===== src/rtl/mem_bus_responder.sv =====
// -----------------------------------------------------------------------------
// mem_bus_responder
//
// Memory-side agent for the core's 8-bit byte-serial bus. It holds an
// instruction array and a data array of DEPTH 16-bit words each. It captures
// little-endian word addresses and store data from out_bus. It returns
// instruction words (one or two) or load words on in_bus, low byte first.
//
// Build option:
//   MEM_BUS_RESPONDER_UNIFIED_EN - when defined, one DEPTH-word array serves
//   fetch, load, store, the host port and the debug read. That array is not
//   cleared by rst. When undefined, the instruction and data arrays are
//   separate, and rst clears only the data array.
//
// Ports:
//   clk               - single clock, rising edge
//   rst               - synchronous reset, active high
//   out_bus[7:0]      - byte from the core (address or store data)
//   bus_pc            - core requests an instruction fetch
//   bus_mar           - core requests a data access
//   bus_mdr           - qualifies bus_mar: 1 = store, 0 = load
//   halt              - core has executed SYS_END
//   in_bus[7:0]       - byte to the core, 0 when ard_data_ready is low
//   ard_data_ready    - in_bus holds a valid byte this cycle
//   ard_receive_ready - a new request is accepted this cycle
//   prog_we           - host write strobe (instruction array)
//   prog_addr[AW-1:0] - host write word address
//   prog_data[15:0]   - host write data
//   dbg_addr[AW-1:0]  - debug read address
//   dbg_data[15:0]    - combinational read of the data array at dbg_addr
// -----------------------------------------------------------------------------

package mem_bus_responder_pkg;
    // Instruction-format codes in the low nibble of an instruction word.
    // An instruction of either format carries a second word (W1).
    localparam logic [3:0] I_TYPE = 4'h1;
    localparam logic [3:0] M_TYPE = 4'h2;
endpackage

module mem_bus_responder
    import mem_bus_responder_pkg::*;
#(
    parameter int DEPTH = 16,
    localparam int AW = $clog2(DEPTH)
) (
    input  logic          clk,
    input  logic          rst,
    input  logic [7:0]    out_bus,
    input  logic          bus_pc,
    input  logic          bus_mar,
    input  logic          bus_mdr,
    input  logic          halt,
    output logic [7:0]    in_bus,
    output logic          ard_data_ready,
    output logic          ard_receive_ready,
    input  logic          prog_we,
    input  logic [AW-1:0] prog_addr,
    input  logic [15:0]   prog_data,
    input  logic [AW-1:0] dbg_addr,
    output logic [15:0]   dbg_data
);

    typedef enum logic [3:0] {
        IDLE,
        ADDR_HI,
        TX0_LO,
        TX0_HI,
        TX1_LO,
        TX1_HI,
        ST_LO,
        ST_HI,
        HALTED
    } state_e;

    typedef enum logic [1:0] {
        REQ_FETCH,
        REQ_LOAD,
        REQ_STORE
    } req_e;

    state_e        state_q, state_d;
    req_e          kind_q;
    logic [AW-1:0] idx_q;       // word index; upper address bits are dropped
    logic [AW-1:0] idx_full;    // index including the address high byte
    logic [AW-1:0] idx_next;    // following word, wraps modulo DEPTH
    logic [15:0]   w0_q, w1_q;  // words being transmitted
    logic [7:0]    st_lo_q;     // low byte of pending store data
    logic [15:0]   instr_rd;    // instr[idx_full]
    logic [15:0]   instr_nxt;   // instr[idx_next]
    logic [15:0]   data_rd;     // data[idx_full]
    logic          req_valid;
    logic          store_commit;
    logic          long_instr;

    // ------------------------------------------------------------------
    // Index assembly. The address low byte is latched in IDLE. The high
    // byte is still on out_bus during ADDR_HI, and it only matters when
    // the arrays are deeper than 256 words.
    // ------------------------------------------------------------------
    generate
        if (AW > 8) begin : g_wide_idx
            assign idx_full = AW'({out_bus, idx_q[7:0]});
        end else begin : g_narrow_idx
            assign idx_full = idx_q;
        end
    endgenerate

    assign idx_next     = idx_full + AW'(1);
    assign req_valid    = bus_pc || bus_mar;
    assign store_commit = (state_q == ST_HI);
    assign long_instr   = (kind_q == REQ_FETCH) &&
                          ((w0_q[3:0] == I_TYPE) || (w0_q[3:0] == M_TYPE));

    // ------------------------------------------------------------------
    // Word storage
    // ------------------------------------------------------------------
`ifdef MEM_BUS_RESPONDER_UNIFIED_EN
    logic [15:0] mem [DEPTH];

    // A host write and a store commit to the same word on the same edge
    // resolve in favour of the host, because its assignment comes last.
    always_ff @(posedge clk) begin
        if (!rst && store_commit) begin
            mem[idx_q] <= {out_bus, st_lo_q};
        end
        if (prog_we) begin
            mem[prog_addr] <= prog_data;
        end
    end

    assign instr_rd  = mem[idx_full];
    assign instr_nxt = mem[idx_next];
    assign data_rd   = mem[idx_full];
    assign dbg_data  = mem[dbg_addr];
`else
    logic [15:0] instr_mem [DEPTH];
    logic [15:0] data_mem  [DEPTH];

    // The host loads program images at any time, including during reset.
    always_ff @(posedge clk) begin
        if (prog_we) begin
            instr_mem[prog_addr] <= prog_data;
        end
    end

    // NOTE: only the data array is cleared on reset; the instruction array
    // keeps its image, so it stays a plain RAM without a reset port.
    always_ff @(posedge clk) begin
        if (rst) begin
            for (int i = 0; i < DEPTH; i++) begin
                data_mem[i] <= '0;
            end
        end else if (store_commit) begin
            data_mem[idx_q] <= {out_bus, st_lo_q};
        end
    end

    assign instr_rd  = instr_mem[idx_full];
    assign instr_nxt = instr_mem[idx_next];
    assign data_rd   = data_mem[idx_full];
    assign dbg_data  = data_mem[dbg_addr];
`endif

    // ------------------------------------------------------------------
    // State register
    // ------------------------------------------------------------------
    // NOTE: sequential state uses non-blocking assignments so that every
    // flop samples values from before the edge, whatever the block order.
    always_ff @(posedge clk) begin
        if (rst) begin
            state_q <= IDLE;
        end else begin
            state_q <= state_d;
        end
    end

    // ------------------------------------------------------------------
    // Next-state logic
    // ------------------------------------------------------------------
    // NOTE: state_d gets its default before the case statement, so no path
    // leaves it unassigned and no latch is inferred.
    always_comb begin
        state_d = state_q;
        unique case (state_q)
            IDLE: begin
                if (halt) begin
                    state_d = HALTED;
                end else if (req_valid) begin
                    state_d = ADDR_HI;
                end
            end
            ADDR_HI: state_d = (kind_q == REQ_STORE) ? ST_LO : TX0_LO;
            TX0_LO:  state_d = TX0_HI;
            TX0_HI:  state_d = long_instr ? TX1_LO : IDLE;
            TX1_LO:  state_d = TX1_HI;
            TX1_HI:  state_d = IDLE;
            ST_LO:   state_d = ST_HI;
            ST_HI:   state_d = IDLE;
            HALTED:  state_d = HALTED;
            default: state_d = IDLE;
        endcase
    end

    // ------------------------------------------------------------------
    // Request capture and word latching. W0/W1 are snapshots: host writes
    // after the ADDR_HI edge do not reach the bytes being transmitted.
    // ------------------------------------------------------------------
    always_ff @(posedge clk) begin
        if (rst) begin
            kind_q  <= REQ_FETCH;
            idx_q   <= '0;
            w0_q    <= '0;
            w1_q    <= '0;
            st_lo_q <= '0;
        end else begin
            unique case (state_q)
                IDLE: begin
                    if (!halt && req_valid) begin
                        // A fetch request takes priority over a data access.
                        if (bus_pc) begin
                            kind_q <= REQ_FETCH;
                        end else if (bus_mdr) begin
                            kind_q <= REQ_STORE;
                        end else begin
                            kind_q <= REQ_LOAD;
                        end
                        idx_q <= AW'(out_bus);
                    end
                end
                ADDR_HI: begin
                    idx_q <= idx_full;
                    if (kind_q == REQ_FETCH) begin
                        w0_q <= instr_rd;
                        w1_q <= instr_nxt;
                    end else begin
                        w0_q <= data_rd;
                    end
                end
                ST_LO: begin
                    st_lo_q <= out_bus;
                end
                default: begin
                end
            endcase
        end
    end

    // ------------------------------------------------------------------
    // Outputs, decoded from state. in_bus stays at zero unless a byte is
    // being presented.
    // ------------------------------------------------------------------
    always_comb begin
        in_bus            = 8'h00;
        ard_data_ready    = 1'b0;
        ard_receive_ready = 1'b0;
        unique case (state_q)
            IDLE: begin
                ard_receive_ready = 1'b1;
            end
            TX0_LO: begin
                ard_data_ready = 1'b1;
                in_bus         = w0_q[7:0];
            end
            TX0_HI: begin
                ard_data_ready = 1'b1;
                in_bus         = w0_q[15:8];
            end
            TX1_LO: begin
                ard_data_ready = 1'b1;
                in_bus         = w1_q[7:0];
            end
            TX1_HI: begin
                ard_data_ready = 1'b1;
                in_bus         = w1_q[15:8];
            end
            ST_LO, ST_HI: begin
                ard_receive_ready = 1'b1;
            end
            default: begin
            end
        endcase
    end

endmodule

===== config.mk =====
export PLATFORM = sky130hd
export DESIGN_NAME = mem_bus_responder
export DESIGN_NICKNAME = d
export VERILOG_FILES = /design/src/rtl/mem_bus_responder.sv
export SDC_FILE = /design/constraint.sdc
export NUM_CORES = 1
export LEC_CHECK = 0
export CAP_MARGIN = 5
export CORE_MARGIN = 2
export CORE_UTILIZATION = 33
export CTS_BUF_LIST = sky130_fd_sc_hd__clkbuf_4 sky130_fd_sc_hd__clkbuf_8 sky130_fd_sc_hd__clkbuf_16
export CTS_CLUSTER_DIAMETER = 150
export CTS_CLUSTER_SIZE = 40
export DETAILED_ROUTE_END_ITERATION = 8
export HOLD_SLACK_MARGIN = 0.03
export MAX_ROUTING_LAYER = met4
export PLACE_DENSITY = 0.48
export REMOVE_ABC_BUFFERS = 1
export SYNTH_ARGS = -nofsm -noshare
export SYNTH_HDL_FRONTEND = slang
export SYNTH_SLANG_ARGS = --single-unit

===== constraint.sdc =====
create_clock -name clk -period 6.9 [get_ports clk]
set_input_delay 1.38 -clock clk [delete_from_list [all_inputs] [get_ports clk]]
set_output_delay 1.38 -clock clk [all_outputs]
set_load 0.05 [all_outputs]

# Word level (Yosys, flattened, before mapping)
# Memories as Yosys holds them, arrays and structs flattened. A register that Yosys moved wholly into a read port is not among the register bits.
# Cells that the tools add are included.
[totals]
out_inout_bits = 26
ram_bits = 512
reg_bits = 34
mem_count = 2
in_bits = 39
mem_bits_ro = 0
latch_bits = 0
[mem_list]
columns = ["memory", "words", "width", "rd", "rd_clocked_by_memory_dff", "write_ports", "line", "rtl"]
rows = [
  ["data_mem", 16, 16, 2, 1, 16, "137", "logic [15:0] data_mem [DEPTH];"],
  ["instr_mem", 16, 16, 2, 2, 1, "136", "logic [15:0] instr_mem [DEPTH];"],
]
[classes]
magnitude_cmp = 0
multipliers = 0
shift = 0
eq_ne = 12
n_mux = 25
n_reduce_logical = 12
div_mod_pow = 0
addsub = 1
bitwise_logic = 0
[ops]
columns = ["op", "n"]
rows = [
  ["16-bit 2-to-1 mux", 2],
  ["8-bit case mux with 4 select lines", 1],
  ["4-bit 2-to-1 mux", 7],
  ["4-bit case mux with 7 select lines", 1],
  ["4-bit by 3-bit equality test with 1-bit output (second input constant)", 4],
  ["16-bit OR reduction", 1],
  ["4-bit by 2-bit equality test with 1-bit output (second input constant)", 3],
  ["1-bit 2-to-1 mux", 10],
  ["4-bit by 1-bit equality test with 1-bit output (second input constant)", 2],
  ["3-bit 2-to-1 mux", 2],
  ["4-bit by 1-bit adder with 4-bit output (second input constant)", 1],
  ["4-bit equality test (second input constant)", 1],
  ["4-bit zero test", 1],
  ["2-bit 2-to-1 mux", 2],
  ["2-bit AND reduction", 2],
  ["4-bit OR reduction", 1],
  ["3-bit != test (second input constant)", 1],
  ["3-bit OR reduction", 1],
  ["2-bit equality test (second input constant)", 1],
  ["1-bit logical AND", 2],
  ["2-bit zero test", 1],
  ["1-bit logical OR", 2],
  ["1-bit zero test", 1],
]

# Longest topological paths before layout
# Gate-level depths: netlist of run 1.
[depth]
ltp_word = 6
depth_mapped = 10
depth_no_buf = 6

# Worst setup path after synthesis of run 1
# OpenSTA, ideal clock, no wires.
[synth_timing]
path_type = "input to output"
startpoint = "in dbg_addr[0]"
endpoint = "out dbg_data[0]"
path_buffers = 2
t_required_ns = 5.520
cell_stages = 4
slack_ns = 2.475
arrival_ns = 3.045
path_cell_list = "buf_2 > buf_2 > mux4_2 > mux4_2"
[synth_via]
elab_chain_cells = 1
[synth_lines]
columns = ["element", "line", "rtl"]
rows = [
  ["from (decl)", "59", "input logic [AW-1:0] dbg_addr,"],
  ["memory read 16 x 16 bit", "-", ""],
  ["to (decl)", "60", "output logic [15:0] dbg_data"],
]
# Every way passes these cells.

# Final worst setup path of run 1
[layout_timing]
startpoint = "in dbg_addr[0]"
endpoint = "out dbg_data[11]"
# Same word-level chain as after synthesis.

==> results.json, run 1 <==
{
  "h-tree-depth": 1,
  "cts_tree": "built",
  "synth_async_sr_flop_share_pct": 0,
  "syn_area_um2": 27500,
  "postSynthCellCount": 1670,
  "drc": 0,
  "status": "finished, final reports clean",
  "drt_first_iter_violations": 1848,
  "hold_depth": 2,
  "die_w_um": 292,
  "rsz0062_at_grt": "no",
  "multi_input_area_um2": 10500,
  "ys.flop_type": "edfxtp_1",
  "fin_skew_ns": 0.0528,
  "firstDrtPassIters": 7,
  "initial_core_util_pct": 33.4,
  "fp.dieH_um": 292,
  "cts_setup_buffers": 0,
  "via_count": 15900,
  "hpwlAfterDp_mm": 51.6,
  "hold_viol": 0,
  "finalCritPeriodShare_pct": 80.0,
  "grt_pass1_wl_mm": 123,
  "grt_pass1_vias": 16300,
  "synth.distinct_cells": 49,
  "antenna_found_initial": 3,
  "power.density_nw_per_um2": 215,
  "drive_gt1_share_pct": 23.6,
  "cts_buffer_depth": 3,
  "arrival_ns": 4.14,
  "critPathKind": "in -> out",
  "worstPathRequired_ns": 5.52,
  "slew_viol_final": 0,
  "ys_seq_elements": 566,
  "avgSynthCellArea_um2": 16.4,
  "root_buffer": "clkbuf_16",
  "synth_top_area_share_pct": 56.0,
  "antenna_left": 0,
  "cts_buffers": 18,
  "worst_pin_slew_ns": 1.10,
  "worstPathMaxFanout": 33,
  "cts_hold_buf": 0,
  "synth.most_common_cell": "edfxtp_1",
  "areaGrowthSynthToFinish_pct": 9.02,
  "start_kind": "input pin",
  "post_cts_resized": 0,
  "wl_per_cell_um": 31.5,
  "via_per_inst": 5.76,
  "routed_wl_mm": 86.7,
  "r2r_cells": 6,
  "grt_max_degree": 104,
  "n_fill_cell": 7682,
  "cts.sinks": 566,
  "p_leak_nw": 9.37,
  "ys_seq_area_share_pct": 59.9,
  "yosys.area.top_type": "edfxtp_1",
  "pin_count": 65,
  "finalCriticalPeriod_ns": 5.52,
  "maxCapViolCount": 0,
  "clkTransAtPathRegs_ns": 0.15,
  "ir_drop_v": 0.000203,
  "crit_path_end_kind": "primary output",
  "core_area_um2": 82200,
  "max_slew_margin_pct": 26.5,
  "synth.area.top_cells": "edfxtp_1 (56%), mux4_2 (19%), and2_1 (5.9%), dfxtp_1 (3.9%), mux2i_1 (3.0%)",
  "grt_overflow": 0,
  "setup_tns_ns": 0,
  "synth_commonest_cells": "edfxtp_1 (512), and2_1 (260), mux4_2 (236), mux2i_1 (83), clkbuf_1 (73)",
  "placementRows": 105,
  "setup_viol": 0,
  "gr-usage-all-layers_pct": 20.9,
  "nets": 1712,
  "hp-class": "reg -> reg",
  "ys_warn_count": 0,
  "utilization_pct": 36.4,
  "ff_latch_area_um2": 16500,
  "design.die.area_um2": 85500,
  "finalWeightedCongestion": 0.824,
  "clock_latency_ns": 0.59,
  "synth_edf_count": 512,
  "portBuffers": 64,
  "fmaxAchievable_mhz": 181
}
[kinds of logic (layout without fill, tap and decap cells)]
group	Yosys count	count (layout)	share of synthesized area, %
AO/OA/AOI/OAI	208	208	5.65
multiplexers	336	336	23.1
XOR/XNOR	1	1	0.0319
buffers and inverters	141	152	2.29
other	0	3	0
AND/OR/NAND/NOR	414	414	8.85
adder cells (fa/ha/maj)	4	4	0.182
flip-flops	566	566	59.9
[area by class of cell]
type	count	share of cell area, %
Timing Repair Buffer	115	3.41
Sequential cell	566	55.0
Clock buffer	31	1.89
Tap cell	1070	4.47
Antenna cell	3	0.0251
Multi-Input combinational cell	963	35.0
Inverter	5	0.0627
Clock inverter	1	0.100
[registers in the layout, indices dropped and copies added, names as in the netlist, named ones only]
signal	count
data_mem	256
instr_mem	256
st_lo_q	8
w1_q	16
kind_q	2
w0_q	16
state_q	4
idx_full	4
[metal layers]
metal	vias up	share of wire (%)	global-route usage [%]
met4	0	2.9	5.30
met2	520	47	32.6
li1	6689	-	-
met1	8553	45	29.1
met3	109	5.5	2.47
met5	-	0	-
[power by group]
group | internal [mW] | switching (mW) | total, mW
sequential | 3.83 | 0.0908 | 3.92
combinational | 0.368 | 0.506 | 0.874
clock | 0.583 | 1.06 | 1.64
total | 4.78 | 1.66 | 6.44
[worst paths after layout]
check / slack (ns) / endpoint / from
max: 1.38 / dbg_data[11] / dbg_addr[0]
min: 0.53 / w1_q[6]$_SDFFE_PP0P_ / w1_q[6]$_SDFFE_PP0P_
max reg2reg: 3.23 / w1_q[5]$_SDFFE_PP0P_ / idx_full[0]$_SDFFE_PP0P_
min reg2reg: 0.53 / w1_q[6]$_SDFFE_PP0P_ / w1_q[6]$_SDFFE_PP0P_
[critical path: stages]
cell	delay, ns
buf_4	0.53
buf_4	0.42
mux4_2	0.55
mux4_2	0.51
clkdlybuf4s50_1	0.72
[through the flow]
step	power (mW)	hold slack [ns]	area (um^2)	setup WS, ns	std cells
floorplan	4.53	0.490	26900	0.384	1534
global placement	4.87	0.510	29300	1.30	2719
detailed placement	4.88	0.513	29300	1.27	2719
CTS	6.49	0.532	29900	1.27	2751
global route	6.64	0.548	29900	1.21	2752
finish	6.44	0.531	29900	1.38	2754
[layout by cell type, fill, tap and decap left out, types with 32 or more instances in the layout]
cell type	Yosys	routed
edfxtp_1	512	512
and2_1	260	260
mux4_2	236	236
mux2i_1	83	83
clkdlybuf4s50_1	0	60
buf_4	8	52
a22oi_1	50	50
dfxtp_1	54	50
nand2_1	41	41
a22o_1	32	32
No activity file was read; power rests on OpenSTA's default activity.
==> run 2, diff against run 1 <==
PLACE_DENSITY = 0.5   (was 0.48)
clock period = 4.7 ns   (was 6.9 ns; I/O delays follow)
==> results.json, run 2 (synthesis results as in run 1) <==
{
  "cts_tree": "built",
  "portBuffers": 64,
  "cts_buffers": 18,
  "grt_pass1_vias": 16400,
  "utilization_pct": 36.5,
  "grt_max_degree": 65,
  "worstPathRequired_ns": 3.76,
  "worst_pin_slew_ns": 1.12,
  "finalWeightedCongestion": 0.841,
  "ir_drop_v": 0.000237,
  "grt_overflow": 0,
  "placementRows": 105,
  "setup_viol": 0,
  "via_count": 16000,
  "wl_per_cell_um": 30.8,
  "initial_core_util_pct": 33.4,
  "worstPathMaxFanout": 16,
  "max_slew_margin_pct": 24.7,
  "maxCapViolCount": 0,
  "gr-usage-all-layers_pct": 20.4,
  "rsz0062_at_grt": "no",
  "dp_cells": 2732,
  "grt_pass1_wl_mm": 122,
  "clock_latency_ns": 0.59,
  "firstDrtPassIters": 5,
  "cp-startpoint": "state_q[0]$_SDFFE_PP0P_",
  "crit_path_end_kind": "primary output",
  "clkTransAtPathRegs_ns": 0.14,
  "routed_wl_mm": 85.4,
  "cts_hold_buf": 0,
  "dp_slack_ns": 0.857,
  "antenna_found_initial": 3,
  "design.die.area_um2": 85500,
  "fmaxAchievable_mhz": 223,
  "final_common_cell": "edfxtp_1",
  "post_cts_resized": 0,
  "p_leak_nw": 9.48,
  "hp-class": "reg -> reg",
  "status": "finished, final reports clean",
  "worstHoldStart": "w1_q[7]$_SDFFE_PP0P_",
  "via_per_inst": 5.77,
  "hpwlAfterDp_mm": 52.5,
  "drive_gt1_share_pct": 25.1,
  "h-tree-depth": 1,
  "mostFrequentLayoutCells": "edfxtp_1 (512), and2_1 (260), mux4_2 (236)",
  "power.density_nw_per_um2": 314,
  "drt_first_iter_violations": 1844,
  "critPathKind": "reg -> out",
  "rr_startpoint": "state_q[0]$_SDFFE_PP0P_",
  "fp.dieH_um": 292,
  "start_kind": "flip-flop",
  "arrival_ns": 3.54,
  "finalCritPeriodShare_pct": 95.2,
  "finalCriticalPeriod_ns": 4.48,
  "die_w_um": 292,
  "areaGrowthSynthToFinish_pct": 9.42,
  "hold_viol": 0,
  "cts_buffer_depth": 3,
  "pin_count": 65,
  "root_buffer": "clkbuf_16",
  "cts_setup_buffers": 0,
  "drc": 0,
  "fin_skew_ns": 0.0543,
  "slew_viol_final": 0,
  "reg_top3": "data_mem x256, instr_mem x256",
  "core_area_um2": 82200,
  "cts.sinks": 566,
  "antenna_left": 0,
  "final-instance-count-excl-fill": 2768,
  "finalWorstSetupSlack_ns": 0.224,
  "n_fill_cell": 7667,
  "nets": 1725
}
[run 2: cell count changes in the layout (fill, tap and decap cells not counted), moves of 4 or more]
cell / change
nor2_4: -4
nor2_2: +4
clkdlybuf4s50_1: -15
buf_12: +5
buf_4: +24
[run 2: report_power, final]
group          switching [mW]  leakage [nW]  internal [mW]  total [mW]
Sequential              0.131          5.40           5.62        5.76
Combinational           0.736          3.79          0.547        1.28
Clock                    1.55         0.301          0.856        2.40
Total                    2.41          9.48           7.03        9.44
[run 2: area by class of cell]
class	instances	area, um^2	share of cell area (%)
Inverter	5	18.8	0.0625
Clock inverter	1	30.0	0.0999
Sequential cell	566	16500	54.8
Tap cell	1070	1340	4.45
Multi-Input combinational cell	963	10500	34.9
Timing Repair Buffer	128	1150	3.81
Antenna cell	4	10.0	0.0333
Clock buffer	31	566	1.88
[run 2: worst paths after layout]
path | endpoint | slack (ns) | depth (start not counted)
max | in_bus[0] | 0.22 | 4
min | w1_q[7]$_SDFFE_PP0P_ | 0.54 | 2
max reg2reg | data_mem[1][2]$_SDFFCE_PN0P_ | 1.61 | 6
min reg2reg | w1_q[7]$_SDFFE_PP0P_ | 0.54 | 2
[run 2: critical path, cell delays in order, from the launching register on]
cell and delay (ns):
dfxtp_1 0.58, nor3_1 1.00, a222oi_1 0.29, inv_1 0.22
clkdlybuf4s50_1 0.85
[run 2: routing by layer]
| layer | vias up | global-route usage, % | share of wire (%) |
|---|---|---|---|
| met1 | 8559 | 27.6 | 43 |
| met3 | 115 | 3.05 | 6.1 |
| met2 | 585 | 32.8 | 48 |
| li1 | 6725 | - | - |
| met5 | - | - | 0 |
| met4 | 0 | 4.59 | 2.6 |
[run 2: through the flow]
step	setup TNS, ns	hold WS (ns)	power (mW)	instance area [um^2]
6_report	0	0.539	9.44	30100
4_1_cts	0	0.537	9.49	30000
3_3_place_gp	0	0.515	7.15	29400
3_5_place_dp	0	0.522	7.16	29400
2_1_floorplan	-41.59	0.490	6.65	26900
5_1_grt	0	0.560	9.73	30000
